$ cat config.mk
export PLATFORM = sky130hd
export DESIGN_NAME = multicycle_control
export DESIGN_NICKNAME = d
export VERILOG_FILES = /design/src/rtl/mc_ctrl_pkg.sv /design/src/rtl/mc_alu_decoder.sv /design/src/rtl/multicycle_control.sv
export SDC_FILE = /design/constraint.sdc
export NUM_CORES = 1
export LEC_CHECK = 0
export BUFFER_PORTS_ARGS = -buffer_cell sky130_fd_sc_hd__buf_2
export CAP_MARGIN = 20
export CORE_ASPECT_RATIO = 1.1
export CORE_MARGIN = 5
export CORE_UTILIZATION = 35
export DETAILED_ROUTE_END_ITERATION = 12
export PLACE_DENSITY = 0.63
export SLEW_MARGIN = 20
export SYNTH_ARGS = -nofsm -noshare
export SYNTH_HDL_FRONTEND = slang
export SYNTH_SLANG_ARGS = --single-unit
$ cat constraint.sdc
create_clock -name clk -period 4.1 [get_ports clk]
set_input_delay 0.205 -clock clk [delete_from_list [all_inputs] [get_ports clk]]
set_output_delay 0.205 -clock clk [all_outputs]
set_load 0.03 [all_outputs]
$ cat src/rtl/mc_ctrl_pkg.sv
// Shared encodings for the multi-cycle RV32I control unit.
package mc_ctrl_pkg;

    typedef enum logic [3:0] {
        S_FETCH,
        S_DECODE,
        S_MEMADR,
        S_MEMREAD,
        S_MEMWRITE,
        S_MEMWB,
        S_EXECUTER,
        S_EXECUTEI,
        S_JAL,
        S_BEQ,
        S_LUI,
        S_ALUWB,
        S_FAULT
    } state_e;

    // ALU operation class handed to the ALU decoder
    localparam logic [1:0] ALUOP_ADD   = 2'b00;
    localparam logic [1:0] ALUOP_SUB   = 2'b01;
    localparam logic [1:0] ALUOP_FUNCT = 2'b10;

    // ALU control codes
    localparam logic [2:0] ALU_ADD = 3'b000;
    localparam logic [2:0] ALU_SUB = 3'b001;
    localparam logic [2:0] ALU_AND = 3'b010;
    localparam logic [2:0] ALU_OR  = 3'b011;
    localparam logic [2:0] ALU_SLT = 3'b101;

    // Immediate formats
    localparam logic [2:0] IMM_I = 3'b000;
    localparam logic [2:0] IMM_S = 3'b001;
    localparam logic [2:0] IMM_B = 3'b010;
    localparam logic [2:0] IMM_J = 3'b011;
    localparam logic [2:0] IMM_U = 3'b100;

    // Operand / result selects
    localparam logic [1:0] SRCA_PC    = 2'b00;
    localparam logic [1:0] SRCA_OLDPC = 2'b01;
    localparam logic [1:0] SRCA_RS1   = 2'b10;
    localparam logic [1:0] SRCA_ZERO  = 2'b11;
    localparam logic [1:0] SRCB_RS2   = 2'b00;
    localparam logic [1:0] SRCB_IMM   = 2'b01;
    localparam logic [1:0] SRCB_FOUR  = 2'b10;
    localparam logic [1:0] RES_ALUOUT = 2'b00;
    localparam logic [1:0] RES_DATA   = 2'b01;
    localparam logic [1:0] RES_ALU    = 2'b10;

    // Opcodes
    localparam logic [6:0] OP_LW   = 7'b0000011;
    localparam logic [6:0] OP_SW   = 7'b0100011;
    localparam logic [6:0] OP_R    = 7'b0110011;
    localparam logic [6:0] OP_I    = 7'b0010011;
    localparam logic [6:0] OP_JAL  = 7'b1101111;
    localparam logic [6:0] OP_BEQ  = 7'b1100011;
    localparam logic [6:0] OP_LUI  = 7'b0110111;

    // Trap causes
    localparam logic [1:0] CAUSE_NONE    = 2'b00;
    localparam logic [1:0] CAUSE_ILLEGAL = 2'b01;
    localparam logic [1:0] CAUSE_TIMEOUT = 2'b10;

endpackage

$ cat src/rtl/mc_alu_decoder.sv
// Combinational ALU decoder: operation class plus funct fields to ALU control code.
module mc_alu_decoder
    import mc_ctrl_pkg::*;
(
    input  logic [1:0] alu_op,
    input  logic [2:0] funct3,
    input  logic       op_b5,
    input  logic       funct7b5,
    output logic [2:0] alu_control
);

    // Select ADD/SUB directly, or decode funct3 for R/I arithmetic
    always_comb begin
        alu_control = ALU_ADD;
        case (alu_op)
            ALUOP_SUB: alu_control = ALU_SUB;
            ALUOP_FUNCT: begin
                case (funct3)
                    3'b000:  alu_control = (op_b5 && funct7b5) ? ALU_SUB : ALU_ADD;
                    3'b010:  alu_control = ALU_SLT;
                    3'b110:  alu_control = ALU_OR;
                    3'b111:  alu_control = ALU_AND;
                    default: alu_control = ALU_ADD;
                endcase
            end
            default: alu_control = ALU_ADD;
        endcase
    end

endmodule

$ cat src/rtl/multicycle_control.sv
// Multi-cycle RV32I control FSM with memory wait states, timeout watchdog and illegal-opcode trap.
module multicycle_control
    import mc_ctrl_pkg::*;
#(
    parameter int unsigned ALU_CTRL_WIDTH = 3,
    parameter int unsigned MEM_HANDSHAKE  = 1,
    parameter int unsigned TIMEOUT_CYCLES = 255,
    parameter int unsigned TIMEOUT_WIDTH  = 8
) (
    input  logic                      clk,
    input  logic                      rst_n,
    input  logic [6:0]                op,
    input  logic [2:0]                funct3,
    input  logic                      funct7b5,
    input  logic                      zero,
    input  logic                      mem_ready,
    output logic                      mem_req,
    output logic                      mem_write,
    output logic                      adr_src,
    output logic                      ir_write,
    output logic                      pc_write,
    output logic                      reg_write,
    output logic [1:0]                result_src,
    output logic [1:0]                alu_src_a,
    output logic [1:0]                alu_src_b,
    output logic [2:0]                imm_src,
    output logic [ALU_CTRL_WIDTH-1:0] alu_control,
    output logic                      fault,
    output logic [1:0]                fault_cause
);

    localparam logic [TIMEOUT_WIDTH-1:0] TIMEOUT_LIM = TIMEOUT_WIDTH'(TIMEOUT_CYCLES);

    state_e                   state_q, state_d;
    logic [TIMEOUT_WIDTH-1:0] wait_cnt_q, wait_cnt_d;
    logic                     fault_q, fault_d;
    logic [1:0]               cause_q, cause_d;

    logic       ready_eff;
    logic       timeout_hit;
    logic       mem_state;
    logic [1:0] trap_cause;
    logic [1:0] alu_op;
    logic [2:0] alu_code;
    logic       mem_req_raw, mem_write_raw, ir_write_raw, pc_write_raw, reg_write_raw;

    assign ready_eff   = (MEM_HANDSHAKE == 0) ? 1'b1 : mem_ready;
    assign timeout_hit = (TIMEOUT_CYCLES != 0) && (wait_cnt_q == TIMEOUT_LIM);
    assign mem_state   = (state_q == S_FETCH) || (state_q == S_MEMREAD) || (state_q == S_MEMWRITE);

    // State, watchdog and trap registers
    always_ff @(posedge clk or negedge rst_n) begin
        if (!rst_n) begin
            state_q    <= S_FETCH;
            wait_cnt_q <= '0;
            fault_q    <= 1'b0;
            cause_q    <= CAUSE_NONE;
        end else begin
            state_q    <= state_d;
            wait_cnt_q <= wait_cnt_d;
            fault_q    <= fault_d;
            cause_q    <= cause_d;
        end
    end

    // Next state and per-state control outputs
    always_comb begin
        state_d       = state_q;
        trap_cause    = CAUSE_NONE;
        mem_req_raw   = 1'b0;
        mem_write_raw = 1'b0;
        ir_write_raw  = 1'b0;
        pc_write_raw  = 1'b0;
        reg_write_raw = 1'b0;
        adr_src       = 1'b0;
        result_src    = RES_ALUOUT;
        alu_src_a     = SRCA_PC;
        alu_src_b     = SRCB_RS2;
        imm_src       = IMM_I;
        alu_op        = ALUOP_ADD;
        case (state_q)
            S_FETCH: begin
                mem_req_raw  = 1'b1;
                alu_src_b    = SRCB_FOUR;
                result_src   = RES_ALU;
                ir_write_raw = ready_eff;
                pc_write_raw = ready_eff;
                if (ready_eff)        state_d = S_DECODE;
                else if (timeout_hit) begin state_d = S_FAULT; trap_cause = CAUSE_TIMEOUT; end
            end
            S_DECODE: begin
                alu_src_a = SRCA_OLDPC;
                alu_src_b = SRCB_IMM;
                imm_src   = IMM_B;
                case (op)
                    OP_LW, OP_SW: state_d = S_MEMADR;
                    OP_R:         state_d = S_EXECUTER;
                    OP_I:         state_d = S_EXECUTEI;
                    OP_JAL:       state_d = S_JAL;
                    OP_BEQ:       state_d = S_BEQ;
                    OP_LUI:       state_d = S_LUI;
                    default: begin state_d = S_FAULT; trap_cause = CAUSE_ILLEGAL; end
                endcase
            end
            S_MEMADR: begin
                alu_src_a = SRCA_RS1;
                alu_src_b = SRCB_IMM;
                imm_src   = (op == OP_LW) ? IMM_I : IMM_S;
                state_d   = (op == OP_LW) ? S_MEMREAD : S_MEMWRITE;
            end
            S_MEMREAD: begin
                mem_req_raw = 1'b1;
                adr_src     = 1'b1;
                if (ready_eff)        state_d = S_MEMWB;
                else if (timeout_hit) begin state_d = S_FAULT; trap_cause = CAUSE_TIMEOUT; end
            end
            S_MEMWRITE: begin
                mem_req_raw   = 1'b1;
                mem_write_raw = 1'b1;
                adr_src       = 1'b1;
                if (ready_eff)        state_d = S_FETCH;
                else if (timeout_hit) begin state_d = S_FAULT; trap_cause = CAUSE_TIMEOUT; end
            end
            S_MEMWB: begin
                reg_write_raw = 1'b1;
                result_src    = RES_DATA;
                state_d       = S_FETCH;
            end
            S_EXECUTER: begin
                alu_src_a = SRCA_RS1;
                alu_op    = ALUOP_FUNCT;
                state_d   = S_ALUWB;
            end
            S_EXECUTEI: begin
                alu_src_a = SRCA_RS1;
                alu_src_b = SRCB_IMM;
                alu_op    = ALUOP_FUNCT;
                state_d   = S_ALUWB;
            end
            S_LUI: begin
                alu_src_a = SRCA_ZERO;
                alu_src_b = SRCB_IMM;
                imm_src   = IMM_U;
                state_d   = S_ALUWB;
            end
            S_JAL: begin
                alu_src_a    = SRCA_OLDPC;
                alu_src_b    = SRCB_FOUR;
                pc_write_raw = 1'b1;
                state_d      = S_ALUWB;
            end
            S_ALUWB: begin
                reg_write_raw = 1'b1;
                state_d       = S_FETCH;
            end
            S_BEQ: begin
                alu_src_a    = SRCA_RS1;
                alu_op       = ALUOP_SUB;
                pc_write_raw = zero;
                state_d      = S_FETCH;
            end
            S_FAULT: state_d = S_FAULT;
            default: state_d = S_FAULT;
        endcase
    end

    // Wait counter tracks stalled memory cycles; trap flags latch on entry to FAULT
    always_comb begin
        wait_cnt_d = '0;
        if (mem_state && !ready_eff)
            wait_cnt_d = (wait_cnt_q == '1) ? wait_cnt_q : wait_cnt_q + 1'b1;
        fault_d = fault_q;
        cause_d = cause_q;
        if (state_d == S_FAULT && state_q != S_FAULT) begin
            fault_d = 1'b1;
            cause_d = trap_cause;
        end
    end

    mc_alu_decoder u_alu_decoder (
        .alu_op      (alu_op),
        .funct3      (funct3),
        .op_b5       (op[5]),
        .funct7b5    (funct7b5),
        .alu_control (alu_code)
    );

    // Strobes are gated by rst_n so nothing fires while reset is held, even though FETCH is the reset state
    assign mem_req     = mem_req_raw   & rst_n;
    assign mem_write   = mem_write_raw & rst_n;
    assign ir_write    = ir_write_raw  & rst_n;
    assign pc_write    = pc_write_raw  & rst_n;
    assign reg_write   = reg_write_raw & rst_n;
    assign alu_control = ALU_CTRL_WIDTH'(alu_code);
    assign fault       = fault_q;
    assign fault_cause = cause_q;

endmodule

==> flow_metrics.py, run 1 <==
metrics = {
    "drt": {
        "drt_pass1_iterations": 4,
        "via_per_inst": 5.13,
        "ant_nets": 0,
        "via_count": 1211,
        "initialDrtViolationCount": 69,
        "drt_wl_total_microns": 2910,
        "drc_errors": 0,
        "wire_per_inst_microns": 12.3,
    },
    "placed_design": {
        "routabilityCongestion": 0.788,
        "place_ws_ns": 1.86,
        "placed_area_sq_um": 1420,
        "io_buffers": 35,
        "hpwl_microns": 2230,
    },
    "floorplan": {
        "dieWidth_microns": 66.7,
        "dieArea_sq_um": 4820,
        "io_pins": 36,
        "initial_utilization_pct": 36.5,
        "rows": 22,
        "die_h_microns": 72.3,
        "core_area_sq_um": 3390,
    },
    "yosys": {
        "synth_compound_area_share_pct": 20.3,
        "ys_ff_latch": 15,
        "yosys.cell_types.count": 46,
        "synthSimpleGateAreaFrac_pct": 34.0,
        "ys.flop_type": "dfrtp_1",
        "synth_mux_area_share_pct": 1.62,
        "syn_area_per_cell_sq_um": 7.92,
        "synth-xor-area-share_pct": 4.25,
        "ys_async_sr_fraction_pct": 100,
        "synth-edff-count": 0,
        "syn_area_sq_um": 1240,
        "syn-num-nets": 174,
        "yosysWarnings": 0,
        "synth_top_family_by_area": "simple AND/OR/NAND/NOR gates",
        "netlist_instances": 156,
        "ys_seq_area_share_pct": 30.4,
        "synthAdderAreaFrac_pct": 3.04,
    },
    "clocking": {
        "cts_resized": 0,
        "numCtsBuffers": 3,
        "cts.clk_slew.worst_paths_ns": 0.09,
        "clk_path_buf_depth": 2,
        "clock_latency_ns": 0.28,
        "htreeDepth": 1,
        "cts_setup_buffers": 0,
        "clock_sinks": 15,
        "cts-root-buf": "clkbuf_4",
        "cts_tree": "yes",
    },
    "final_layout": {
        "seqCellArea_sq_um": 375,
        "fin_util_pct": 43.1,
        "layout-drive-gt1-share_pct": 25.0,
        "antennaDiodeCount": 0,
        "fillerInstances": 357,
        "final_cell_mix": "buf_2 (35), nor2_1 (24), dfrtp_1 (15)",
        "multi_input_area_sq_um": 782,
        "layout_commonest_cell": "buf_2",
        "syn_to_final_growth_pct": 18.0,
        "nNetsFinal": 207,
        "final_area_sq_um": 1460,
    },
    "timing": {
        "setup_viol": 0,
        "final_hold_viol_count": 0,
        "period_needed_ns": 2.54,
        "slew_headroom_pct": 55.8,
        "worst_pin_slew_ns": 0.647,
        "rsz0062_at_grt": "no",
        "setup_ws_ns": 1.56,
        "tns_ns": 0,
        "fmax_ghz": 0.394,
        "skew_ns": 0.00969,
        "drv_slew": 0,
        "post-route-period-util_pct": 62.0,
    },
    "critical_path": {
        "crit_chain": "nand2b_1, or2_2, inv_1, ha_1, nor4_1, buf_2",
        "worst-path-buf-inv": 2,
        "slowest_stage": "dfrtp_1",
        "worst_setup_path_start_kind": "flip-flop",
        "reg2reg_depth": 5,
        "cp_slowest_stage_delay_ns": 0.76,
        "crit_arrival_ns": 2.34,
        "r2r_setup_slack_ns": 2.06,
        "critical_path_required_ns": 3.89,
        "reg2reg_from": "state_q[1]",
        "cp-end-kind": "output port",
        "crit_path_max_fanout": 22,
        "cp.depth": 6,
        "critical_path_class": "reg -> out",
        "critPathLaunch": "state_q[3]",
        "cpLargestDelayFamily": "flip-flops",
    },
    "job": {
        "maxCapViolations": 0,
    },
    "global_route": {
        "grt_start_max_net_pins": 23,
        "antenna_found_initial": 0,
        "grt_pass1_wl_microns": 4820,
        "grt_pass1_vias": 1041,
        "grt_usage_pct": 12.5,
        "grt_overflow": 0,
    },
    "power": {
        "p_leak_nw": 0.685,
        "ir_drop_mv": 0.394,
        "power_mw": 0.917,
        "power_density_nw_per_um2": 629,
    },
    "status": {
        "status": "complete, no violations",
    },
    "min_path": {
        "hp-class": "in -> reg",
        "hp-start": "op[6]",
        "holdPathStages": 3,
    },
}
-- repair_timing --
item | CTS | global route
hold buffers | 1 | 0
endpoints found under the setup margin | 0 | 0
hold endpoints to repair | 15 | 0
-- per-layer routing --
layer	share of wire, %	track usage (%)	up-vias	routed length (microns)
li1	-	-	630	-
met1	49	18.2	551	1440
met2	45	18.2	28	1300
met3	5.1	2.17	2	148
met4	0.93	4.74	0	27
met5	0	0	-	0
-- report_power, final --
group          switching (mW)  internal (mW)  leakage (nW)
sequential              0.102          0.183         0.192
clock                  0.0446         0.0377        0.0150
combinational           0.352          0.198         0.478
-- layout make-up --
class,count,share of cell area [%]
clock buffers,4,1.80
inverters,8,2.06
multi-input cells,125,53.6
flip-flops and latches,15,25.7
well taps,48,4.12
repair buffers,36,12.7
-- kinds of logic (layout without fill, tap and decap cells) --
kind of cell | after synthesis | count (layout)
buffers and inverters | 16 | 48
and+or+nand+nor | 78 | 78
AOI/OAI and AO/OA | 36 | 36
adders and majority gates | 3 | 3
DFF | 15 | 15
muxes | 2 | 2
xor gates and xnor gates | 6 | 6
-- sequential cells by signal (all words and copies together), names as in the netlist --
signal	flops
fault_cause	2
state_q	4
fault	1
wait_cnt_q	8
-- cell usage after synthesis, types with 3 or more instances --
cell type	n	area share, %
o21ai_0	8	3.2
a21oi_1	7	2.8
inv_1	8	2.4
ha_1	3	3.0
and3_1	4	2.0
nand2_1	13	3.9
nor2b_1	3	1.5
nand3_1	4	1.6
xor2_1	6	4.3
dfrtp_1	15	30
nor2_1	24	7.3
nor4_1	4	2.0
nand2b_1	4	2.0
o2111ai_1	3	2.1
nor3_1	8	3.2
-- path summary, 6_finish.rpt --
| path | endpoint |
|---|---|
| max in group asynchronous | state_q[2] |
| worst min register to register | fault |
| worst max register to register | fault_cause[1] |
| worst min-delay path | state_q[3] |
| min in group asynchronous | wait_cnt_q[5] |
| worst max-delay path | alu_control[2] |
-- tightest hold or removal path: stages --
cell	delay, ns
buf_2	0.14
o21ai_1	0.11
o2111ai_1	0.11
-- metrics by stage --
stage / instances / hold slack, ns
2_1_floorplan: 156 / -0.0906
3_3_place_gp: 231 / 0.149
3_5_place_dp: 231 / 0.153
4_1_cts: 236 / 0.309
5_1_grt: 236 / 0.333
6_report: 236 / 0.323
Power figures use the tool's default switching activity.
==> run 2, diff against run 1 <==
PLACE_DENSITY = 0.65   (was 0.63)
clock period = 2.3 ns   (was 4.1 ns; I/O delays follow)
==> flow_metrics.py, run 2 (same netlist as run 1, synthesis figures left out) <==
metrics = {
    "status": {
        "status": "complete, no violations",
    },
    "critical_path": {
        "critPathLaunch": "state_q[1]",
        "critical_path_required_ns": 2.18,
        "r2r_setup_slack_ns": 0.36,
        "crit_chain": "nand2b_4, or2_2, inv_1, ha_4, nor4_2, buf_4",
        "cp.depth": 6,
        "reg2reg_depth": 6,
        "worst-path-buf-inv": 2,
        "slowest_stage": "dfrtp_2",
        "cp-end-kind": "output port",
        "crit_end": "alu_control[2]",
        "worst_setup_path_start_kind": "flip-flop",
        "crit_path_max_fanout": 6,
        "crit_arrival_ns": 2.02,
        "critical_path_class": "reg -> out",
        "reg2reg_from": "wait_cnt_q[0]",
        "cpLargestDelayFamily": "simple AND/OR/NAND/NOR gates",
        "cp_slowest_stage_delay_ns": 0.46,
        "reg2reg_to": "wait_cnt_q[6]",
    },
    "clocking": {
        "clk_path_buf_depth": 2,
        "htreeDepth": 1,
        "numCtsBuffers": 3,
        "cts_tree": "yes",
        "clock_latency_ns": 0.28,
        "cts.clk_slew.worst_paths_ns": 0.09,
        "clock_sinks": 15,
        "cts-root-buf": "clkbuf_4",
    },
    "final_layout": {
        "fillerInstances": 359,
        "instances_no_fill": 246,
        "layout_commonest_cell": "buf_2",
        "syn_to_final_growth_pct": 27.4,
        "nNetsFinal": 217,
        "final_cell_mix": "buf_2 (34), nor2_1 (24), nand2_1 (13)",
        "largest_reg_flops": 8,
        "seqCellArea_sq_um": 380,
        "largest-register": "wait_cnt_q",
        "multi_input_area_sq_um": 815,
        "layout-drive-gt1-share_pct": 33.3,
        "antennaDiodeCount": 0,
    },
    "drt": {
        "drt_wl_total_microns": 3180,
        "wire_per_inst_microns": 12.9,
        "initialDrtViolationCount": 69,
        "drt_pass1_iterations": 4,
        "via_per_inst": 5.26,
        "drc_errors": 0,
        "via_count": 1295,
        "ant_nets": 0,
    },
    "timing": {
        "slew_headroom_pct": 61.9,
        "rsz0062_at_grt": "no",
        "post-route-period-util_pct": 92.6,
        "skew_ns": 0.00479,
        "period_needed_ns": 2.13,
        "setup_viol": 0,
        "final_hold_viol_count": 0,
        "worst_pin_slew_ns": 0.571,
        "hold_ws_ns": 0.233,
        "fmax_ghz": 0.469,
        "tns_ns": 0,
        "drv_slew": 0,
    },
    "floorplan": {
        "dieWidth_microns": 66.7,
        "core_area_sq_um": 3390,
        "initial_utilization_pct": 36.5,
        "dieArea_sq_um": 4820,
        "io_pins": 36,
        "rows": 22,
        "die_h_microns": 72.3,
    },
    "global_route": {
        "grt_pass1_wl_microns": 5510,
        "antenna_found_initial": 0,
        "grt_start_max_net_pins": 16,
        "grt_pass1_vias": 1238,
        "grt_usage_pct": 14.0,
        "grt_overflow": 0,
    },
    "min_path": {
        "hp-class": "in -> reg",
        "hp-start": "op[6]",
    },
    "placed_design": {
        "routabilityCongestion": 0.874,
        "hpwl_microns": 2510,
        "placed_cells": 239,
        "io_buffers": 35,
    },
    "power": {
        "p_leak_nw": 0.739,
        "power_density_nw_per_um2": 1130,
        "ir_drop_mv": 0.377,
    },
    "job": {
        "maxCapViolations": 0,
    },
}
## run 2: power by group
| part | leakage [nW] | internal [mW] | switching [mW] | total [mW] |
|---|---|---|---|---|
| logic | 0.534 | 0.445 | 0.759 | 1.20 |
| clock network | 0.0177 | 0.0646 | 0.0862 | 0.151 |
| registers | 0.187 | 0.335 | 0.0922 | 0.428 |
## run 2: worst reg2reg max path, stage by stage (launching register included)
cell,delay [ns]
dfrtp_1,0.43
ha_1,0.26
and3_1,0.23
a21oi_1,0.47
o2111ai_1,0.19
xor2_1,0.17
nor2_1,0.05
## run 2: worst min-delay path by stage
stage | to | slack (ns) | depth (start not counted)
5_1_grt | state_q[0] | 0.26 | 4
4_1_cts | state_q[3] | 0.24 | 3
3_5_place_dp | wait_cnt_q[3] | 0.15 | 2
3_3_place_gp | wait_cnt_q[2] | 0.15 | 2
2_1_floorplan | fault | -0.18 | 0
6_report | state_q[3] | 0.23 | 3
## run 2: cell type report
cell class / count / share of cell area [%]
Clock buffer: 3 / 1.43
Multi-Input combinational cell: 125 / 51.7
Tap cell: 48 / 3.81
Sequential cell: 15 / 24.1
Inverter: 8 / 1.91
Timing Repair Buffer: 46 / 16.7
Clock inverter: 1 / 0.318
## run 2: what timing repair did
item                                   CTS  global route
setup endpoints to repair                0             3
gates resized for setup                  0             8
endpoints found under the hold margin   15             0
hold buffers                             1             0
buffers inserted                         0             2
## run 2: metal layers
metal,wire length [microns],track usage [%]
met1,1410,18.4
met2,1630,23.8
met3,115,1.86
met4,30,4.29
met5,0,0
## run 2: stage by stage
stage / instance area (sq um) / setup slack, ns / total power [mW] / util [%]
finish: 1580 / 0.169 / 1.78 / 46.5
global route: 1580 / 0.0338 / 1.93 / 46.5
CTS: 1530 / 0.0360 / 1.74 / 45.1
detailed placement: 1490 / 0.343 / 1.59 / 44.0
global placement: 1490 / 0.351 / 1.59 / 44.0
floorplan: 1240 / 0.00430 / 1.30 / -
